[src/rtl/e3_display_scanner_if.sv]
// Bus between the number source and the display scanner: load/number/blanking
// inputs toward the scanner and the registered display pin outputs back.
interface e3_display_scanner_if #(
    parameter int N_DIGITS = 4
);
    logic                    ld;
    logic [4*N_DIGITS-1:0]   E3_number;
    logic                    blank_lz;
    logic [N_DIGITS-1:0]     digit_sel;
    logic [7:0]              seg;
    logic                    frame_done;
    logic                    err;

    // Number source side.
    modport master (
        output ld, E3_number, blank_lz,
        input  digit_sel, seg, frame_done, err
    );

    // Scanner side.
    modport slave (
        input  ld, E3_number, blank_lz,
        output digit_sel, seg, frame_done, err
    );
endinterface

[src/rtl/e3_display_scanner.sv]
// Time-multiplexed scan controller for an N-digit 7-segment display fed with
// Excess-3 coded numbers. A shadow register takes loads at any time; the
// active register only changes at the frame wrap, so a frame never tears.
module e3_display_scanner #(
    parameter int N_DIGITS = 4,
    parameter int PRESC    = 4
) (
    input  logic                 clk,
    input  logic                 rst_b,
    e3_display_scanner_if.slave  bus
);
    localparam int IDX_W = (N_DIGITS > 1) ? $clog2(N_DIGITS) : 1;
    localparam int CNT_W = (PRESC > 1) ? $clog2(PRESC) : 1;
    localparam int NUM_W = 4 * N_DIGITS;
    localparam logic [NUM_W-1:0] E3_ZERO = {N_DIGITS{4'h3}};

    // Shared E3 digit to segment decoder, {dp,g,f,e,d,c,b,a}; invalid -> dash.
    function automatic logic [7:0] e3_to_seg(input logic [3:0] d);
        case (d)
            4'h3:    e3_to_seg = 8'h3F;
            4'h4:    e3_to_seg = 8'h06;
            4'h5:    e3_to_seg = 8'h5B;
            4'h6:    e3_to_seg = 8'h4F;
            4'h7:    e3_to_seg = 8'h66;
            4'h8:    e3_to_seg = 8'h6D;
            4'h9:    e3_to_seg = 8'h7D;
            4'hA:    e3_to_seg = 8'h07;
            4'hB:    e3_to_seg = 8'h7F;
            4'hC:    e3_to_seg = 8'h6F;
            default: e3_to_seg = 8'h40;
        endcase
    endfunction

    // True when any digit of the number lies outside the E3 range 3..C.
    function automatic logic has_invalid(input logic [NUM_W-1:0] num);
        logic bad;
        bad = 1'b0;
        for (int k = 0; k < N_DIGITS; k++) begin
            if (num[4*k +: 4] < 4'h3 || num[4*k +: 4] > 4'hC) begin
                bad = 1'b1;
            end
        end
        return bad;
    endfunction

    logic [CNT_W-1:0]    presc_cnt_q, presc_cnt_d;
    logic [IDX_W-1:0]    idx_q, idx_d;
    logic [NUM_W-1:0]    shadow_q, shadow_d;
    logic [NUM_W-1:0]    active_q, active_d;
    logic                pending_q, pending_d;
    logic [N_DIGITS-1:0] digit_sel_q, digit_sel_d;
    logic [7:0]          seg_q, seg_d;
    logic                frame_done_q, frame_done_d;
    logic                err_q, err_d;

    logic                tick;
    logic                wrap;
    logic [3:0]          cur_digit;
    logic                lz_here;
    logic                zero_above;
    logic [N_DIGITS-1:0] upper_zero;

    assign tick = (presc_cnt_q == CNT_W'(PRESC - 1));
    assign wrap = tick && (idx_q == IDX_W'(N_DIGITS - 1));

    // Select the current digit and decide whether it is a blankable leading zero.
    always_comb begin
        // NOTE: every variable gets a default before any branch so no latch is inferred.
        cur_digit  = 4'h3;
        lz_here    = 1'b0;
        zero_above = 1'b1;
        upper_zero = '0;
        for (int k = N_DIGITS - 1; k >= 0; k--) begin
            zero_above    = zero_above && (active_q[4*k +: 4] == 4'h3);
            upper_zero[k] = zero_above;
        end
        for (int k = 0; k < N_DIGITS; k++) begin
            if (idx_q == IDX_W'(k)) begin
                cur_digit = active_q[4*k +: 4];
                lz_here   = upper_zero[k] && (k != 0);
            end
        end
    end

    // Next-state logic: prescaler, digit index, tear-free load and output stage.
    always_comb begin
        presc_cnt_d  = tick ? '0 : presc_cnt_q + 1'b1;
        idx_d        = idx_q;
        shadow_d     = shadow_q;
        active_d     = active_q;
        pending_d    = pending_q;
        err_d        = err_q;
        frame_done_d = wrap;

        if (tick) begin
            idx_d = wrap ? '0 : idx_q + 1'b1;
        end

        // The wrap consumes the shadow as it was before this edge; a load on
        // the same edge stays pending for the next frame.
        if (wrap && pending_q) begin
            active_d  = shadow_q;
            pending_d = 1'b0;
            err_d     = has_invalid(shadow_q);
        end
        if (bus.ld) begin
            shadow_d  = bus.E3_number;
            pending_d = 1'b1;
        end

        digit_sel_d = N_DIGITS'(1) << idx_q;
        seg_d       = (bus.blank_lz && lz_here) ? 8'h00 : e3_to_seg(cur_digit);
    end

    // State and registered display outputs.
    always_ff @(posedge clk or negedge rst_b) begin
        if (!rst_b) begin
            presc_cnt_q  <= '0;
            idx_q        <= '0;
            // NOTE: the number registers are reset to E3 zero, not all-zeros,
            // so the display shows 0 and err stays clear after reset.
            shadow_q     <= E3_ZERO;
            active_q     <= E3_ZERO;
            pending_q    <= 1'b0;
            digit_sel_q  <= '0;
            seg_q        <= 8'h00;
            frame_done_q <= 1'b0;
            err_q        <= 1'b0;
        end else begin
            // NOTE: non-blocking assignments so every flop samples pre-edge values.
            presc_cnt_q  <= presc_cnt_d;
            idx_q        <= idx_d;
            shadow_q     <= shadow_d;
            active_q     <= active_d;
            pending_q    <= pending_d;
            digit_sel_q  <= digit_sel_d;
            seg_q        <= seg_d;
            frame_done_q <= frame_done_d;
            err_q        <= err_d;
        end
    end

    assign bus.digit_sel  = digit_sel_q;
    assign bus.seg        = seg_q;
    assign bus.frame_done = frame_done_q;
    assign bus.err        = err_q;

endmodule

[src/flat_wrapper.sv]
// flat-port wrapper written by rule: the top's interface ports become plain ports
module e3_display_scanner_flat 
#(
    parameter int N_DIGITS = 4,
    parameter int PRESC    = 4
)
  (clk, rst_b, bus_ld, bus_E3_number, bus_blank_lz, bus_digit_sel, bus_seg, bus_frame_done, bus_err);
  e3_display_scanner_if #(.N_DIGITS(N_DIGITS)) bus_i ();
  input  logic clk;
  input  logic rst_b;
  input wire logic [$bits(bus_i.ld)-1:0] bus_ld;
  input wire logic [$bits(bus_i.E3_number)-1:0] bus_E3_number;
  input wire logic [$bits(bus_i.blank_lz)-1:0] bus_blank_lz;
  output wire logic [$bits(bus_i.digit_sel)-1:0] bus_digit_sel;
  output wire logic [$bits(bus_i.seg)-1:0] bus_seg;
  output wire logic [$bits(bus_i.frame_done)-1:0] bus_frame_done;
  output wire logic [$bits(bus_i.err)-1:0] bus_err;
  assign bus_i.ld = bus_ld;
  assign bus_i.E3_number = bus_E3_number;
  assign bus_i.blank_lz = bus_blank_lz;
  assign bus_digit_sel = bus_i.digit_sel;
  assign bus_seg = bus_i.seg;
  assign bus_frame_done = bus_i.frame_done;
  assign bus_err = bus_i.err;
  e3_display_scanner #(.N_DIGITS(N_DIGITS), .PRESC(PRESC)) u_core (.clk(clk), .rst_b(rst_b), .bus(bus_i));
endmodule
[config.mk]
export PLATFORM = sky130hd
export DESIGN_NAME = e3_display_scanner_flat
export DESIGN_NICKNAME = d
export VERILOG_FILES = /design/src/rtl/e3_display_scanner_if.sv /design/src/rtl/e3_display_scanner.sv /design/src/flat_wrapper.sv
export SDC_FILE = /design/constraint.sdc
export NUM_CORES = 1
export LEC_CHECK = 0
export ABC_AREA = 1
export CORE_ASPECT_RATIO = 2
export CORE_UTILIZATION = 38
export CTS_CLUSTER_DIAMETER = 60
export CTS_CLUSTER_SIZE = 40
export DETAILED_ROUTE_END_ITERATION = 8
export PLACE_DENSITY_LB_ADDON = 0.2
export SYNTH_ARGS = -nofsm -noshare
export SYNTH_HDL_FRONTEND = slang
export SYNTH_SLANG_ARGS = --single-unit
[constraint.sdc]
create_clock -name clk -period 5 [get_ports clk]
set_input_delay 0.5 -clock clk [delete_from_list [all_inputs] [get_ports clk]]
set_output_delay 0.5 -clock clk [all_outputs]
set_load 0.05 [all_outputs]
==> results of run 1 <==
cell type report:
cell class	instances	area, um^2	share of cell area
repair buffers	32	315	0.108
multi-input cells	174	936	0.320
clock buffers	7	133	0.0453
inverters	36	135	0.0462
flip-flops and latches	50	1270	0.435
well taps	84	105	0.0359
clock inverters	1	30.0	0.0103
metal layers:
layer | GRT usage | share of wire | vias up | wire, um
met5 | 0 | 0 | - | 0
met4 | 0.122 | 0.052 | 0 | 246
met2 | 0.287 | 0.55 | 43 | 2580
li1 | - | - | 913 | -
met1 | 0.166 | 0.37 | 826 | 1740
met3 | 0.0282 | 0.027 | 14 | 129
where the power goes:
group          switching, mW  internal (mW)  total, mW
clock network          0.142          0.237      0.378
logic                  0.106         0.0610      0.167
registers             0.0181          0.448      0.466
total                  0.266          0.745       1.01
Yosys cell counts, drive strengths merged:
master,count
ha,11
nand2,73
nor3,1
buf,4
a21oi,7
a32oi,1
nor4,1
nand3,13
mux2,3
dfstp,16
dfrtp,34
inv,36
clkbuf,3
a211oi,1
o21bai,1
or2,2
o21ai,35
a21boi,2
o211ai,5
conb,1
nor2,17
cell families (layout without fill, tap and decap cells):
logic type | after synthesis | after routing | share of synthesized area
AOI/OAI and AO/OA | 52 | 52 | 0.126
adders and majority gates | 11 | 11 | 0.0576
buffers and inverters | 43 | 76 | 0.0760
DFF | 50 | 50 | 0.532
muxes | 3 | 3 | 0.0141
other | 1 | 1 | 0.00157
and+or+nand+nor | 107 | 107 | 0.192
worst reg2reg max path: cells and delay by family, from the launching register on:
family	cells	cell delay [ns]
adder cells (fa/ha/maj)	2	0.62
buffers and inverters	2	0.28
AO/OA/AOI/OAI	2	0.54
AND/OR/NAND/NOR	4	0.28
flip-flops	1	0.41
state kept, by name, summed over array words and instances (netlist names):
register / flops
u_core.presc_cnt_q: 2
u_core.active_q: 16
u_core.pending_q: 1
u_core.bus.digit_sel: 4
u_core.shadow_q: 16
u_core.idx_q: 2
u_core.bus.err: 1
u_core.bus.frame_done: 1
u_core.bus.seg: 7
worst paths after layout:
kind | startpoint | endpoint | slack (ns) | cells after the start
min reg2reg | u_core.presc_cnt_q[0]$_DFF_PN0_ | u_core.presc_cnt_q[0]$_DFF_PN0_ | 0.42 | 1
min in group clk | u_core.presc_cnt_q[0]$_DFF_PN0_ | u_core.presc_cnt_q[0]$_DFF_PN0_ | 0.42 | 1
max reg2reg | u_core.idx_q[0]$_DFFE_PN0P_ | u_core.bus.seg[3]$_DFF_PN0_ | 2.77 | 10
max | u_core.idx_q[0]$_DFFE_PN0P_ | u_core.bus.seg[3]$_DFF_PN0_ | 2.77 | 10
max in group asynchronous | rst_b | u_core.bus.seg[0]$_DFF_PN0_ | 3.96 | 1
min | rst_b | u_core.presc_cnt_q[1]$_DFF_PN0_ | 0.39 | 1
stage by stage:
stage	instances	area, um^2	utilization	hold slack, ns
floorplan	267	2390	-	0.204
global placement	376	2760	0.456	0.419
detailed placement	376	2760	0.456	0.421
CTS	384	2930	0.483	0.429
global route	384	2930	0.483	0.447
finish	384	2930	0.483	0.391
==> impl_metrics.tcl, run 1 <==
set metrics [dict create \
    antenna_found_initial 0 \
    drtPass1Iterations 6 \
    path_clk_slew_ns 0.06 \
    crit_fanout 7 \
    required_ns 5.19 \
    grt_max_degree 51 \
    drcViolationCount 1 \
    critPathCaptureType "flip-flop" \
    syn_inst 267 \
    die_w_um 58.1 \
    cp_num_buf_inv 2 \
    cts_hold_buffers 0 \
    grt_pass1_vias 1827 \
    fin_ws_ns 2.77 \
    critPathArrivalTime_ns 2.42 \
    power.total_mw 1.01 \
    rsz0062_at_grt "no" \
    cts-root-buf "clkbuf_16" \
    n_antenna_cell 0 \
    portBuffers 32 \
    dp_hpwl_mm 3.56 \
    post-synth-top-area-cell "dfrtp_1" \
    critical_path_class "flip-flop to flip-flop" \
    gr-total-overflow 0 \
    holdCritPathClass "primary input to asynchronous set/reset pin" \
    start_kind "flip-flop" \
    die_y_um 114 \
    netlist_area_um2 2390 \
    synth.area.top_cells "dfrtp_1 36%, dfstp_2 18%, nand2_1 11%" \
    worstMarginPinSlew_ns 1.04 \
    clock.fmax_ghz 0.448 \
    grt_pass1_wl_mm 8.03 \
    start_util 0.394 \
    via_count 1796 \
    final_common_cell "nand2_1" \
    avgSynthCellArea_um2 8.95 \
    syn-num-nets 298 \
    drt_iter0_markers 57 \
    ys_seq_elements 50 \
    final_antenna_net_count 0 \
    numClockSinks 50 \
    dp_slack_ns 2.79 \
    min_period_over_period 0.447 \
    cts.htree.levels 2 \
    critical_path.max_stage_delay_ns 0.42 \
    clock_skew_ns 0.00352 \
    status "finished with violations" \
    power_density_nw_per_um2 346 \
    insertion_delay_ns 0.29 \
    leakagePower_nw 1.37 \
    detail_route.wl_per_cell_um 12.2 \
    vias_per_cell 4.68 \
    violations "design-rule violations" \
    fillers 593 \
    cp_cell_sequence "inv_1 -> ha_1 -> a21oi_1 -> a21boi_1 -> inv_1 -> ha_1 -> nand2_1 -> nand3_2 -> nand2_1 -> nor2_2" \
    rows 40 \
    num-nets-final 330 \
    maxSlewHeadroom 0.305 \
    routed_wl_mm 4.70 \
    dieArea_um2 6630 \
    synth.distinct_cells 33 \
    slowest_stage "a21boi_1" \
    ios 34 \
    drive_gt1_frac 0.147 \
    min_period_ns 2.23 \
    clockBufferDepth 2 \
    drv_cap 0 \
    cts_tree "done" \
    synth_top_area_frac 0.356 \
    critical-path-top-delay-family "adder cells" \
    finalSetupViolCount 0 \
    yosysSeqAreaShare 0.532 \
    drv_slew 0 \
    ctsResizeCount 0 \
    gp_congestion 0.854 \
    peakVddDrop_mv 0.216 \
    hold_viol 0 \
    area.growth.synth_to_final_pct 22.5 \
    mostFrequentLayoutCells "69 x nand2_1, 34 x dfrtp_1, 33 x inv_1" \
    fin_setup_tns_ns 0 \
    ys.warnings.count 0 \
    coreArea_um2 6060 \
    grtUsageTotal 0.163 \
    cts_buffers 5 \
    cts_setup_buffers 0 \
]
No activity file was read; power rests on OpenSTA's default activity.
==> run 2, diff against run 1 <==
- clock period: 5 -> 2.2 ns (I/O delays scaled with it)
==> run 2 against run 1 <==
Compared with the run above: the flow now finishes without violations; power rose by 130%; global-route usage up 0.086 points; clock-buffer cell count fell by 2; core utilization up 1.1 points; first-iteration DRC count shrank 30%; wire length increased by 3.0%; largest cell class unchanged; final area is 2.3% higher; hold slack better by 0.037 ns; clock skew fell by 0.0013 ns; register-to-register slack got worse by 2.5 ns; sequential cell count unchanged.
==> impl_metrics.tcl, run 2 (synthesized netlist as in run 1, its figures left out) <==
set metrics [dict create \
    rsz0062_at_grt "no" \
    critical_path.max_stage_delay_ns 0.40 \
    via_count 1794 \
    detail_route.wl_per_cell_um 12.4 \
    mostFrequentLayoutCells "68 x nand2_1, 34 x dfrtp_1, 33 x inv_1" \
    grt_max_degree 31 \
    clock.fmax_ghz 0.510 \
    start_kind "flip-flop" \
    critical-path-top-delay-family "adder cells" \
    worstMarginPinSlew_ns 0.629 \
    antenna_found_initial 0 \
    grtUsageTotal 0.164 \
    p_seq_frac 0.455 \
    cts_tree "done" \
    area.growth.synth_to_final_pct 25.2 \
    die_y_um 114 \
    required_ns 2.39 \
    min_period_ns 1.96 \
    drv_slew 0 \
    leakagePower_nw 1.41 \
    gr-total-overflow 0 \
    fin_setup_tns_ns 0 \
    maxSlewHeadroom 0.581 \
    final_util 0.494 \
    grt_pass1_wl_mm 8.10 \
    dieArea_um2 6630 \
    start_util 0.394 \
    slowest_stage "dfrtp_1" \
    finalSetupViolCount 0 \
    clock_skew_ns 0.00217 \
    power_switching_mw 0.625 \
    gp_congestion 0.888 \
    whs_ns 0.427 \
    numClockSinks 50 \
    combPwrFrac 0.168 \
    hold_viol 0 \
    switching_share 0.269 \
    clockPowerShare 0.377 \
    min_period_over_period 0.891 \
    cts.htree.levels 2 \
    portBuffers 32 \
    rows 40 \
    routed_wl_mm 4.84 \
    drv_cap 0 \
    peakVddDrop_mv 0.453 \
    final_common_cell "nand2_1" \
    dp_hpwl_mm 3.87 \
    drtPass1Iterations 6 \
    crit_fanout 6 \
    coreArea_um2 6060 \
    rrSetupSlack_ns 0.24 \
    final_antenna_net_count 0 \
    path_clk_slew_ns 0.06 \
    insertion_delay_ns 0.29 \
    n_antenna_cell 0 \
    cp_num_buf_inv 3 \
    clockBufferDepth 2 \
    drt_iter0_markers 40 \
    p_int_mw 1.70 \
    holdCritPathClass "flip-flop to flip-flop" \
    die_w_um 58.1 \
    drcViolationCount 0 \
    drive_gt1_frac 0.176 \
    grt_pass1_vias 1806 \
    critPathArrivalTime_ns 2.15 \
    crit_top_cell "nand2_1" \
    critPathCaptureType "flip-flop" \
    num-nets-final 337 \
    ios 34 \
    vias_per_cell 4.59 \
    status "finished, final reports clean" \
    power_density_nw_per_um2 778 \
    cts_buffers 5 \
    critical_path_class "flip-flop to flip-flop" \
    cp_cell_sequence "inv_1 -> ha_1 -> inv_2 -> nand2_1 -> nand3_1 -> a21boi_1 -> inv_1 -> ha_1 -> nand2_1 -> nand3_2 -> nand2_1 -> nor2_2" \
    cts-root-buf "clkbuf_16" \
]
-- run 2: metal layers --
layer / GRT usage / vias up / wire length (um)
met5: 0 / - / 0
met4: 0.0952 / 0 / 172
met3: 0.0271 / 12 / 132
met2: 0.309 / 38 / 2810
met1: 0.161 / 814 / 1730
li1: - / 930 / -
-- run 2: layout make-up --
cell class	instances	area (um^2)
Clock buffer	5	125
Tap cell	84	105
Fill cell	617	3060
Timing Repair Buffer	39	370
Inverter	36	135
Clock inverter	3	43.8
Sequential cell	50	1270
Multi-Input combinational cell	174	941
-- run 2: worst paths after layout --
path                                                 startpoint                              end  cells past startpoint
worst min-delay path            u_core.presc_cnt_q[0]$_DFF_PN0_  u_core.presc_cnt_q[0]$_DFF_PN0_                      1
worst max register to register      u_core.idx_q[1]$_DFFE_PN0P_      u_core.bus.seg[3]$_DFF_PN0_                     12
max in group asynchronous                                 rst_b   u_core.active_q[8]$_DFFE_PN1P_                      3
min in group asynchronous                                 rst_b   u_core.active_q[2]$_DFFE_PN0P_                      2
worst max-delay path                u_core.idx_q[1]$_DFFE_PN0P_      u_core.bus.seg[3]$_DFF_PN0_                     12
worst min register to register  u_core.presc_cnt_q[0]$_DFF_PN0_  u_core.presc_cnt_q[0]$_DFF_PN0_                      1
-- run 2: power groups by stage --
stage               Combinational (mW)  Clock [mW]  Sequential, mW
finish                           0.390       0.877            1.06
global route                     0.431       0.934            1.07
CTS                              0.394       0.896            1.06
detailed placement               0.392           0            1.08
global placement                 0.388           0            1.07
floorplan                        0.162           0            1.15
-- run 2: timing repair --
item / 4_1_cts / 5_1_grt
gates resized for setup: 0 / 2
endpoints found under the setup margin: 0 / 3
buffers inserted: 0 / 0
hold buffers: 1 / 0
endpoints found under the hold margin: 17 / 0
-- run 2: worst register-to-register path, cell delays in order, from the launching register on --
cell	delay (ns)
dfrtp_1	0.40
inv_1	0.10
ha_1	0.27
inv_2	0.07
nand2_1	0.08
nand3_1	0.09
a21boi_1	0.18
inv_1	0.11
ha_1	0.29
nand2_1	0.08
nand3_2	0.07
nand2_1	0.10
nor2_2	0.03
-- run 2: through the flow --
stage                     total power, mW  worst slack (ns)  std cells  cell area, um^2
after floorplan                      1.31             0.279        267             2390
after global placement               1.46             0.257        382             2810
after detailed placement             1.47             0.177        382             2810
after CTS                            2.35             0.167        391             2990
after global routing                 2.43            0.0941        391             2990
final                                2.33             0.241        391             2990
==> run 3, diff against run 2 <==
- CORE_MARGIN: default -> 4
- CTS_BUF_LIST: default -> sky130_fd_sc_hd__clkbuf_4 sky130_fd_sc_hd__clkbuf_8 sky130_fd_sc_hd__clkbuf_16
- clock period: 2.2 -> 1.62 ns (I/O delays scaled with it)
==> run 3 against run 2 <==
Compared with the run above: the flow now finishes with violations (negative setup slack); critical path depth down 2; clock power up 19%; combinational power up 58%; sequential power up 36%; worst setup slack worse by 0.44 ns; first-iteration DRC count up 25%; global-route usage down 1.5 points; die area up 16%; power up 33%; final area up 13%; core utilization up 6.3 points.
==> impl_metrics.tcl, run 3 (synthesized netlist as in run 1, its figures left out) <==
set metrics [dict create \
    r2r_start "u_core.idx_q[0]$_DFFE_PN0P_" \
    rsz0062_at_grt "yes" \
    final_util 0.557 \
    crit_fanout 7 \
    power_switching_mw 0.884 \
    area.growth.synth_to_final_pct 41.1 \
    rows 40 \
    cp_cell_sequence "buf_4 -> ha_4 -> nand2_1 -> a21boi_4 -> inv_4 -> ha_4 -> nand2_2 -> nand3_2 -> nand2_1 -> nor2_2" \
    start_util 0.394 \
    wl_met1_mm 1.85 \
    whs_ns 0.387 \
    status "finished with violations" \
    cts.htree.levels 2 \
    critPathCaptureType "flip-flop" \
    mostFrequentLayoutCells "60 x nand2_1, 35 x buf_4, 33 x dfrtp_1" \
    drtPass1Iterations 4 \
    detail_route.wl_per_cell_um 12.9 \
    coreArea_um2 6060 \
    die_w_um 64.1 \
    highest_layer "met4" \
    gr-total-overflow 0 \
    portBuffers 32 \
    rrSetupSlack_ns -0.20 \
    fillers 538 \
    met3_length_um 172 \
    violations "negative setup slack" \
    slowest_stage "dfrtp_2" \
    cts_buffers 5 \
    clockBufferDepth 2 \
    grtUsageTotal 0.149 \
    crit_start "u_core.idx_q[0]$_DFFE_PN0P_" \
    finalSetupViolCount 8 \
    final_common_cell "nand2_1" \
    vias_per_cell 4.61 \
    drv_slew 0 \
    critPathArrivalTime_ns 2.02 \
    leakagePower_nw 1.60 \
    required_ns 1.81 \
    combPwrFrac 0.199 \
    dieArea_um2 7690 \
    num-nets-final 360 \
    grt_max_degree 51 \
    power_density_nw_per_um2 919 \
    drcViolationCount 0 \
    hold_viol 0 \
    final_antenna_net_count 0 \
    cts-root-buf "clkbuf_16" \
    numClockSinks 50 \
    die_y_um 120 \
    final_area_um2 3370 \
    met2_length_mm 3.16 \
    grt_pass1_wl_mm 8.64 \
    drv_cap 0 \
    start_kind "flip-flop" \
    antenna_found_initial 0 \
    insertion_delay_ns 0.30 \
    drt_iter0_markers 50 \
    holdCritPathClass "primary input to asynchronous set/reset pin" \
    cts_tree "done" \
    power.total_mw 3.10 \
    critical_path_class "flip-flop to flip-flop" \
    placed_area_um2 2980 \
    grt_pass1_vias 1916 \
    clock.fmax_ghz 0.549 \
    stdcell_count 414 \
    min_period_over_period 1.12 \
    ios 34 \
    switching_share 0.286 \
    via_count 1910 \
    routed_wl_mm 5.34 \
    drive_gt1_frac 0.361 \
    n_antenna_cell 0 \
    fin_ws_ns -0.201 \
    p_seq_frac 0.465 \
    p_int_mw 2.21 \
    critical_path.max_stage_delay_ns 0.45 \
    peakVddDrop_mv 0.868 \
    min_period_ns 1.82 \
    dp_hpwl_mm 3.91 \
    gp_congestion 0.888 \
    clockPowerShare 0.336 \
    place_inst 399 \
    path_clk_slew_ns 0.07 \
    clock_skew_ns 0.00823 \
]
-- run 3: metal layers --
metal  up-vias  GRT usage
met5         -          0
met4         0     0.0880
met3        12     0.0290
met2        42      0.290
met1       883      0.135
li1        973          -
-- run 3: what timing repair did --
action                                  CTS  global route
setup buffers                             3             3
hold endpoints to repair                 34             0
hold buffers                              1             0
pin swaps                                 8            19
endpoints found under the setup margin   14            14
gates resized for setup                  15            29
-- run 3: power groups by stage --
stage	clock network [mW]	registers, mW	logic (mW)
final	1.04	1.44	0.615
after global routing	1.12	1.45	0.673
after CTS	1.07	1.44	0.584
after detailed placement	0	1.46	0.556
after global placement	0	1.46	0.548
after floorplan	0	1.56	0.228
-- run 3: path summary, 6_finish.rpt --
| path | endpoint | cells past startpoint |
|---|---|---|
| setup / recovery | u_core.bus.seg[3]$_DFF_PN0_ | 10 |
| hold / removal | u_core.bus.seg[2]$_DFF_PN0_ | 3 |
| setup reg to reg | u_core.bus.seg[3]$_DFF_PN0_ | 10 |
| hold reg to reg | u_core.presc_cnt_q[0]$_DFF_PN0_ | 1 |
| max in group asynchronous | u_core.shadow_q[8]$_DFFE_PN1P_ | 3 |
| min in group clk | u_core.shadow_q[9]$_DFFE_PN1P_ | 3 |
-- run 3: worst max-delay path: cells and delay by family (launching register included) --
family | cells | cell delay [ns]
compound gates | 1 | 0.26
fa+ha+maj | 2 | 0.43
buf+inv | 2 | 0.25
flops | 1 | 0.45
simple gates | 5 | 0.33
-- run 3: metrics by stage --
| step | setup WS [ns] | setup TNS, ns |
|---|---|---|
| 2_1_floorplan | -0.144 | -0.532 |
| 3_3_place_gp | -0.263 | -1.46 |
| 3_5_place_dp | -0.314 | -1.81 |
| 4_1_cts | -0.165 | -1.14 |
| 5_1_grt | -0.284 | -1.94 |
| 6_report | -0.201 | -1.32 |
-- run 3: area by class of cell --
cell class	count	area [um^2]	area share
multi-input combinational	174	1160	0.343
sequential	50	1270	0.378
timing repair buffer	62	543	0.161
tap	84	105	0.0312
inverter	36	150	0.0445
clock buffer	6	133	0.0393
clock inverter	2	10.0	0.00297
